$ cat src/rtl/vga_frame_pkg.sv
// Shared constants and types for the camera frame-buffer VGA read side.
package vga_frame_pkg;
  // 640x480@60 Hz timing (pixel clock 25 MHz)
  localparam int VGA_H_ACTIVE = 640;
  localparam int VGA_H_FP     = 16;
  localparam int VGA_H_SYNC   = 96;
  localparam int VGA_H_BP     = 48;
  localparam int VGA_V_ACTIVE = 480;
  localparam int VGA_V_FP     = 10;
  localparam int VGA_V_SYNC   = 2;
  localparam int VGA_V_BP     = 33;
  localparam int VGA_ADDR_W   = 19;
  localparam int VGA_DATA_W   = 8;

  localparam int FRAME_PIXELS = VGA_H_ACTIVE * VGA_V_ACTIVE;  // 307200
  localparam int LAST_ADDR    = FRAME_PIXELS - 1;             // 307199

  typedef enum logic {
    WAIT = 1'b0,
    SCAN = 1'b1
  } state_t;
endpackage

$ cat src/rtl/vga_timing_gen.sv
// Horizontal/vertical raster counters and stage-0 timing decode.
// Counters sit at zero while i_en is low, so the first enabled cycle is h=0, v=0.
module vga_timing_gen
  import vga_frame_pkg::*;
#(
  parameter int H_ACTIVE = VGA_H_ACTIVE,
  parameter int H_FP     = VGA_H_FP,
  parameter int H_SYNC   = VGA_H_SYNC,
  parameter int H_BP     = VGA_H_BP,
  parameter int V_ACTIVE = VGA_V_ACTIVE,
  parameter int V_FP     = VGA_V_FP,
  parameter int V_SYNC   = VGA_V_SYNC,
  parameter int V_BP     = VGA_V_BP
) (
  input  logic clk_i,
  input  logic rst,
  input  logic i_en,
  output logic o_visible,
  output logic o_hsync_n,
  output logic o_vsync_n,
  output logic o_line_end,
  output logic o_frame_end
);
  localparam int H_TOTAL = H_ACTIVE + H_FP + H_SYNC + H_BP;
  localparam int V_TOTAL = V_ACTIVE + V_FP + V_SYNC + V_BP;
  localparam int HW      = $clog2(H_TOTAL);
  localparam int VW      = $clog2(V_TOTAL);

  logic [HW-1:0] r_h_cnt;
  logic [VW-1:0] r_v_cnt;
  logic          w_hs_win;
  logic          w_vs_win;

  assign o_line_end  = i_en && (r_h_cnt == HW'(H_TOTAL - 1));
  assign o_frame_end = o_line_end && (r_v_cnt == VW'(V_TOTAL - 1));

  // Free-running raster counters; v advances on each line wrap
  always_ff @(posedge clk_i) begin
    if (rst || !i_en) begin
      r_h_cnt <= '0;
      r_v_cnt <= '0;
    end else if (o_line_end) begin
      r_h_cnt <= '0;
      r_v_cnt <= o_frame_end ? '0 : r_v_cnt + VW'(1);
    end else begin
      r_h_cnt <= r_h_cnt + HW'(1);
    end
  end

  assign w_hs_win = (r_h_cnt >= HW'(H_ACTIVE + H_FP)) &&
                    (r_h_cnt <  HW'(H_ACTIVE + H_FP + H_SYNC));
  assign w_vs_win = (r_v_cnt >= VW'(V_ACTIVE + V_FP)) &&
                    (r_v_cnt <  VW'(V_ACTIVE + V_FP + V_SYNC));

  assign o_visible = i_en && (r_h_cnt < HW'(H_ACTIVE)) && (r_v_cnt < VW'(V_ACTIVE));
  assign o_hsync_n = !(i_en && w_hs_win);
  assign o_vsync_n = !(i_en && w_vs_win);
endmodule

$ cat src/rtl/vga_frame_reader.sv
// Frame-buffer scan-out: waits for a complete captured frame, then reads the
// buffer in raster order and drives VGA with the read latency absorbed.
module vga_frame_reader
  import vga_frame_pkg::*;
#(
  parameter int H_ACTIVE = VGA_H_ACTIVE,
  parameter int H_FP     = VGA_H_FP,
  parameter int H_SYNC   = VGA_H_SYNC,
  parameter int H_BP     = VGA_H_BP,
  parameter int V_ACTIVE = VGA_V_ACTIVE,
  parameter int V_FP     = VGA_V_FP,
  parameter int V_SYNC   = VGA_V_SYNC,
  parameter int V_BP     = VGA_V_BP,
  parameter int ADDR_W   = VGA_ADDR_W,
  parameter int DATA_W   = VGA_DATA_W
) (
  input  logic              clk_i,
  input  logic              rst,
  input  logic              frame_ready_i,
  output logic [ADDR_W-1:0] ram_adr_o,
  output logic              ram_re_o,
  input  logic [DATA_W-1:0] ram_dat_i,
  output logic              hsync_o,
  output logic              vsync_o,
  output logic              de_o,
  output logic [DATA_W-1:0] rgb_o,
  output logic              frame_done_o,
  output logic              scanning_o
);
  localparam logic [ADDR_W-1:0] LAST_PIX = ADDR_W'(H_ACTIVE * V_ACTIVE - 1);

  state_t            r_state;
  logic              r_scanning;
  logic [ADDR_W-1:0] r_addr;     // address of the next visible pixel
  logic [ADDR_W-1:0] r_adr_q;    // last driven address, held through blanking
  logic              r_hsync;
  logic              r_vsync;
  logic              r_de;
  logic [1:0]        r_done_pipe; // last-pixel marker: issue -> output -> done
  logic              w_en;
  logic              w_visible;
  logic              w_hsync_n;
  logic              w_vsync_n;
  logic              w_line_end;
  logic              w_frame_end;

  assign w_en = (r_state == SCAN);

  vga_timing_gen #(
    .H_ACTIVE(H_ACTIVE), .H_FP(H_FP), .H_SYNC(H_SYNC), .H_BP(H_BP),
    .V_ACTIVE(V_ACTIVE), .V_FP(V_FP), .V_SYNC(V_SYNC), .V_BP(V_BP)
  ) u_timing (
    .clk_i      (clk_i),
    .rst        (rst),
    .i_en       (w_en),
    .o_visible  (w_visible),
    .o_hsync_n  (w_hsync_n),
    .o_vsync_n  (w_vsync_n),
    .o_line_end (w_line_end),
    .o_frame_end(w_frame_end)
  );

  // Control FSM: arm on the first ready frame, then scan until reset
  always_ff @(posedge clk_i) begin
    if (rst) begin
      r_state    <= WAIT;
      r_scanning <= 1'b0;
    end else begin
      case (r_state)
        WAIT: if (frame_ready_i) begin
          r_state    <= SCAN;
          r_scanning <= 1'b1;
        end
        SCAN: begin
          r_state    <= SCAN;
          r_scanning <= 1'b1;
        end
        default: begin
          r_state    <= WAIT;
          r_scanning <= 1'b0;
        end
      endcase
    end
  end

  // Raster address: +1 per visible pixel, saturates at the last pixel, rewinds at frame end
  always_ff @(posedge clk_i) begin
    if (rst || !w_en) begin
      r_addr  <= '0;
      r_adr_q <= '0;
    end else begin
      r_adr_q <= ram_adr_o;
      if (w_frame_end)
        r_addr <= '0;
      else if (w_visible && (r_addr != LAST_PIX))
        r_addr <= r_addr + ADDR_W'(1);
    end
  end

  assign ram_re_o  = w_visible;
  assign ram_adr_o = w_visible ? r_addr : r_adr_q;

  // Output stage: delay timing one cycle to line up with the buffer read data
  always_ff @(posedge clk_i) begin
    if (rst || !w_en) begin
      r_hsync     <= 1'b1;
      r_vsync     <= 1'b1;
      r_de        <= 1'b0;
      r_done_pipe <= '0;
    end else begin
      r_hsync     <= w_hsync_n;
      r_vsync     <= w_vsync_n;
      r_de        <= w_visible;
      r_done_pipe <= {r_done_pipe[0], w_visible && (r_addr == LAST_PIX)};
    end
  end

  assign hsync_o      = r_hsync;
  assign vsync_o      = r_vsync;
  assign de_o         = r_de;
  assign rgb_o        = r_de ? ram_dat_i : '0;
  assign frame_done_o = r_done_pipe[1];
  assign scanning_o   = r_scanning;
endmodule

$ cat config.mk
export PLATFORM = sky130hd
export DESIGN_NAME = vga_frame_reader
export DESIGN_NICKNAME = d
export VERILOG_FILES = /design/src/rtl/vga_frame_pkg.sv /design/src/rtl/vga_timing_gen.sv /design/src/rtl/vga_frame_reader.sv
export SDC_FILE = /design/constraint.sdc
export NUM_CORES = 1
export LEC_CHECK = 0
export CAP_MARGIN = 25
export CORE_MARGIN = 2
export CORE_UTILIZATION = 34
export CTS_CLUSTER_DIAMETER = 150
export DETAILED_ROUTE_END_ITERATION = 10
export DONT_BUFFER_PORTS = 1
export GPL_ROUTABILITY_DRIVEN = 0
export SLEW_MARGIN = 20
export SYNTH_ARGS = -nofsm -noshare
export SYNTH_HDL_FRONTEND = slang
export SYNTH_SLANG_ARGS = --single-unit
$ cat constraint.sdc
create_clock -name clk_i -period 4.15 [get_ports clk_i]
set_clock_uncertainty 0.15 [all_clocks]
set_input_delay 0.415 -clock clk_i [delete_from_list [all_inputs] [get_ports clk_i]]
set_output_delay 0.415 -clock clk_i [all_outputs]
set_load 0.02 [all_outputs]
# == Word level (Yosys, flattened, before mapping) ==
# Index checks and enable logic that the tools add are counted.
# W data, S select, Z words.
# totals
ff_bits,65
out_inout_bits,33
wordCells,48
# classes
addsub,3
magnitude_cmp,6
eq_ne,5
n_mux,7
n_bitwise,1
n_reduce_logical,16
# ops
cell,count
$add A10 B1 Y10 const B,2
$eq A10 B10 Y1 const B,2
$lt A10 B10 Y1 const B,2
$lt A10 B9 Y1 const B,2
$add A19 B1 Y19 const B,1
$eq A19 B19 Y1 const B,1
$mux W19,1
$ne A19 B19 Y1 const B,1
$ge A10 B10 Y1 const B,1
$ge A10 B9 Y1 const B,1
$logic_and A1 B1 Y1,10
$mux W10,1
$mux W8,1
$pmux W1 S2,2
$reduce_or A2 Y1,2
$logic_not A1 Y1,3
$mux W1,2
$ne A2 B2 Y1 const B,1
$logic_or A1 B1 Y1,1
$not A1 Y1,1

# == Logic depth before layout (Yosys ltp) ==
# logic_depth
ltp_word,4
depth_mapped,9
mapped_depth_nobuf,7

# == Hierarchy ==
# Synthesis repeated with hierarchy kept, for this count alone.
# unflattened
cells_unflattened,329
area_unflattened_um2,3027.9
# modules_own_cells
mod,n_inst,cells_each,area_per_inst_um2
vga_frame_reader,1,206,1971.9
vga_timing_gen,1,123,1056.0

# == Least setup slack after synthesis ==
# OpenSTA, ideal clock, no wires.
# synth_path
kind,flip-flop to output port
startpoint,register u_timing.r_v_cnt[7]
endpoint,output port ram_adr_o[12]
arrival_ps,1525
slack_ps,2060
stages_incl_launch_ff,9
cell_sequence,dfxtp_1 -> and4_1 -> nand4bb_1 -> buf_2 -> inv_2 -> buf_4 -> buf_2 -> nand2_1 -> nand2_1
# synth_between
elab_chain_cells,3
# synth_lines
item,line_no,source
"start, declared",vga_timing_gen.sv:30,logic [VW-1:0] r_v_cnt;
"start signal, assigned",vga_timing_gen.sv:44,r_v_cnt <= o_frame_end ? '0 : r_v_cnt + VW'(1);
$lt A10 B9 Y1,vga_timing_gen.sv:55,assign o_visible = i_en && (r_h_cnt < HW'(H_ACTIVE)) && (r_v_cnt < VW'(V_ACTIVE));
$logic_and A1 B1 Y1,vga_timing_gen.sv:55,
net ram_re_o,vga_frame_reader.sv:21,"output logic ram_re_o,"
$mux W19,vga_frame_reader.sv:101,assign ram_adr_o = w_visible ? r_addr : r_adr_q;
"end, declared",vga_frame_reader.sv:20,"output logic [ADDR_W-1:0] ram_adr_o,"
# The timed path passes the listed nets, and every way through them passes these cells.

# == Worst setup path after layout ==
# layout_path
startpoint,register u_timing.r_v_cnt[7]
endpoint,output port ram_adr_o[18]
# The elaborated chain is that of the path after synthesis.

==> flow_summary.json <==
{
  "synth_top_area_frac": 0.4514,
  "rows": 33,
  "synth_top_area_cell": "dfxtp_1",
  "fp.dieW_um": 96.08,
  "antenna_cells": 0,
  "clock_path_buffers": 2,
  "cts_root_buffer": "clkbuf_8",
  "avgSynthCellArea_um2": 8.380,
  "setup_tns_ns": 0,
  "crit_path_end_kind": "output pin",
  "hold_class": "in2reg",
  "cts_resized": 0,
  "floorplan.initialDensity": 0.3508,
  "clk_latency_ns": 0.35,
  "utilization": 0.3875,
  "async_reset_ff_frac": 0,
  "grt_util_all_layers": 0.1394,
  "rsz0062_at_grt": "false",
  "place_inst": 436,
  "r2r_cells": 6,
  "ios": 44,
  "holdCritStartpoint": "frame_ready_i",
  "synth.yosys.seq_area_share": 0.4514,
  "viasPerCell": 4.879,
  "numCtsBuffers": 9,
  "clkPwrFrac": 0.469,
  "wl_per_cell_um": 12.69,
  "post_cts_buffers": 0,
  "syn_inst": 344,
  "status": "finished clean",
  "coreArea_mm2": 0.008217,
  "finalNetCount": 359,
  "rr_startpoint": "u_timing.r_h_cnt[0]",
  "vias": 2210,
  "cts_tree": "yes",
  "tightest_slew_ns": 0.9834,
  "slew_headroom": 0.3428,
  "overflow": 0,
  "p_int_mw": 0.9710,
  "synth_area_leaders": "dfxtp_1, nand2_1, and2_1, xor2_1, nor2_1",
  "switchingPower_mw": 0.2857,
  "r2r_setup_slack_ns": 1.59,
  "combPwrFrac": 0.029,
  "ant_nets": 0,
  "hold_end": "r_state",
  "cp.required_ns": 3.59,
  "slew_viol_final": 0,
  "drive_above_1_share": 0.06897,
  "synth_most_common_cell": "nand2_1",
  "synth_edf_count": 0,
  "setup_violations": 0,
  "finalNonFillerCells": 453,
  "maxCapViolCount": 0,
  "grt_max_degree": 30,
  "fin_crit_ns": 2.784,
  "max_freq_ghz": 0.3592,
  "io_buffer_count": 0,
  "drcViolationCount": 0,
  "period_share": 0.6708,
  "final_hold_viol_count": 0,
  "cp_max_fo": 29,
  "die_h_um": 96.08,
  "drt_wl_total_um": 5749,
  "dieArea_mm2": 0.009231,
  "power.total_mw": 1.257,
  "cp-start-kind": "register",
  "sw_frac_of_total": 0.2273,
  "synth_fp_nets": 360,
  "yosys_register_bits": 65,
  "cts_hold_buf": 1,
  "power_frac_seq": 0.502,
  "antenna_found_initial": 0,
  "synth_commonest_cells": "nand2_1, dfxtp_1, nor2_1",
  "synth_warnings": 0,
  "reg2reg_to": "r_addr[0]",
  "synth_cell_type_count": 39,
  "p_per_area_mw_per_mm2": 394.7,
  "cts.reportedPaths.clkPinSlew_ns": 0.07,
  "initialDrtViolationCount": 53,
  "cts.sinks": 65,
  "synth_flop_cell": "dfxtp_1",
  "place_area_mm2": 0.002955,
  "holdPathStages": 2,
  "hold_slack_ns": 0.03175,
  "first_pass_iters": 4,
  "power.leakage_nw": 1.203,
  "synth_area_mm2": 0.002883,
  "grt_pass1_vias": 2165,
  "dp_hpwl_um": 3868,
  "path_class": "reg2out",
  "vdd_drop_max_uv": 170.9,
  "layout_setup_ws_ns": 1.366,
  "pre_cts_ws_ns": 1.551,
  "design_area_mm2": 0.003184,
  "cp_data_arrival_time_ns": 2.22,
  "grt_pass1_wl_um": 9832,
  "synthToLayoutAreaGrowth_pct": 10.46,
  "cts_max_level": 3
}
## layout make-up
type                    instances  area [µm²]
multi-input cells             257        1481
well taps                     105       131.4
fillers                       847        5032
clock buffers                   9       123.9
inverters                       7       26.28
repair buffers                  3       25.02
flip-flops and latches         65        1301
clock inverters                 7       95.09
## layout by cell type (no fill, tap or decap), drive strengths merged, types with 2 or more instances in the layout
cell,count
and2,30
nor3,6
nand2b,2
nand4,13
xnor2,8
inv,7
nand3,9
nor4b,3
nor3b,2
buf,2
ha,5
o21ai,8
bufinv,2
dfxtp,65
clkinv,4
or3,8
a21oi,7
nand4bb,2
clkbuf,9
and3,9
nand2,71
o211ai,3
nor2,37
xor2,19
and4,5
## worst max-delay path, stage by stage (launching register included)
cell,delay (ns)
dfxtp_1,0.34
and4_1,0.23
nand4bb_1,0.20
buf_4,0.24
inv_2,0.47
nand2_1,0.16
nand2_1,0.22
## power groups by stage
stage               clock network (mW)  logic, mW  registers (mW)
floorplan                            0     0.0314           0.644
global placement                     0     0.0363           0.645
detailed placement                   0     0.0371           0.645
CTS                              0.609     0.0380           0.631
global route                     0.643     0.0421           0.631
finish                           0.589     0.0370           0.631
## sequential cells by signal, summed over array words and instances (netlist names)
| signal | cells |
|---|---|
| r_adr_q | 19 |
| u_timing.r_h_cnt | 10 |
| scanning_o | 1 |
| vsync_o | 1 |
| de_o | 1 |
| r_done_pipe | 2 |
| u_timing.r_v_cnt | 10 |
| r_addr | 19 |
| r_state | 1 |
| hsync_o | 1 |
## routing by layer
metal  up-vias  part of all wire  track usage  wire length, µm
met5         -                 0            0                0
met4         0             0.010      0.05357               60
met3         6             0.047      0.04777              273
met2        36              0.49       0.2390             2807
met1      1028              0.45       0.1588             2608
li1       1140                 -            -                -
## cell families (layout without fill, tap and decap cells)
family | Yosys count | count (layout) | share of synthesized area
simple gates | 203 | 203 | 0.3589
flops | 65 | 65 | 0.4514
compound gates | 21 | 21 | 0.04774
mux | 1 | 1 | 0.003472
xor+xnor | 27 | 27 | 0.08203
buf+inv | 22 | 26 | 0.03472
fa+ha+maj | 5 | 5 | 0.02170
## how the worst max path moves through the flow
stage                                to                 from  slack (ns)
after floorplan           ram_adr_o[12]  u_timing.r_v_cnt[7]        2.06
after global placement        r_addr[1]  u_timing.r_h_cnt[0]        1.62
after detailed placement     r_addr[16]  u_timing.r_h_cnt[0]        1.55
after CTS                 ram_adr_o[18]  u_timing.r_v_cnt[7]        1.35
after global routing      ram_adr_o[18]  u_timing.r_v_cnt[6]        1.20
final                     ram_adr_o[18]  u_timing.r_v_cnt[7]        1.37
Power figures use the tool's default switching activity.
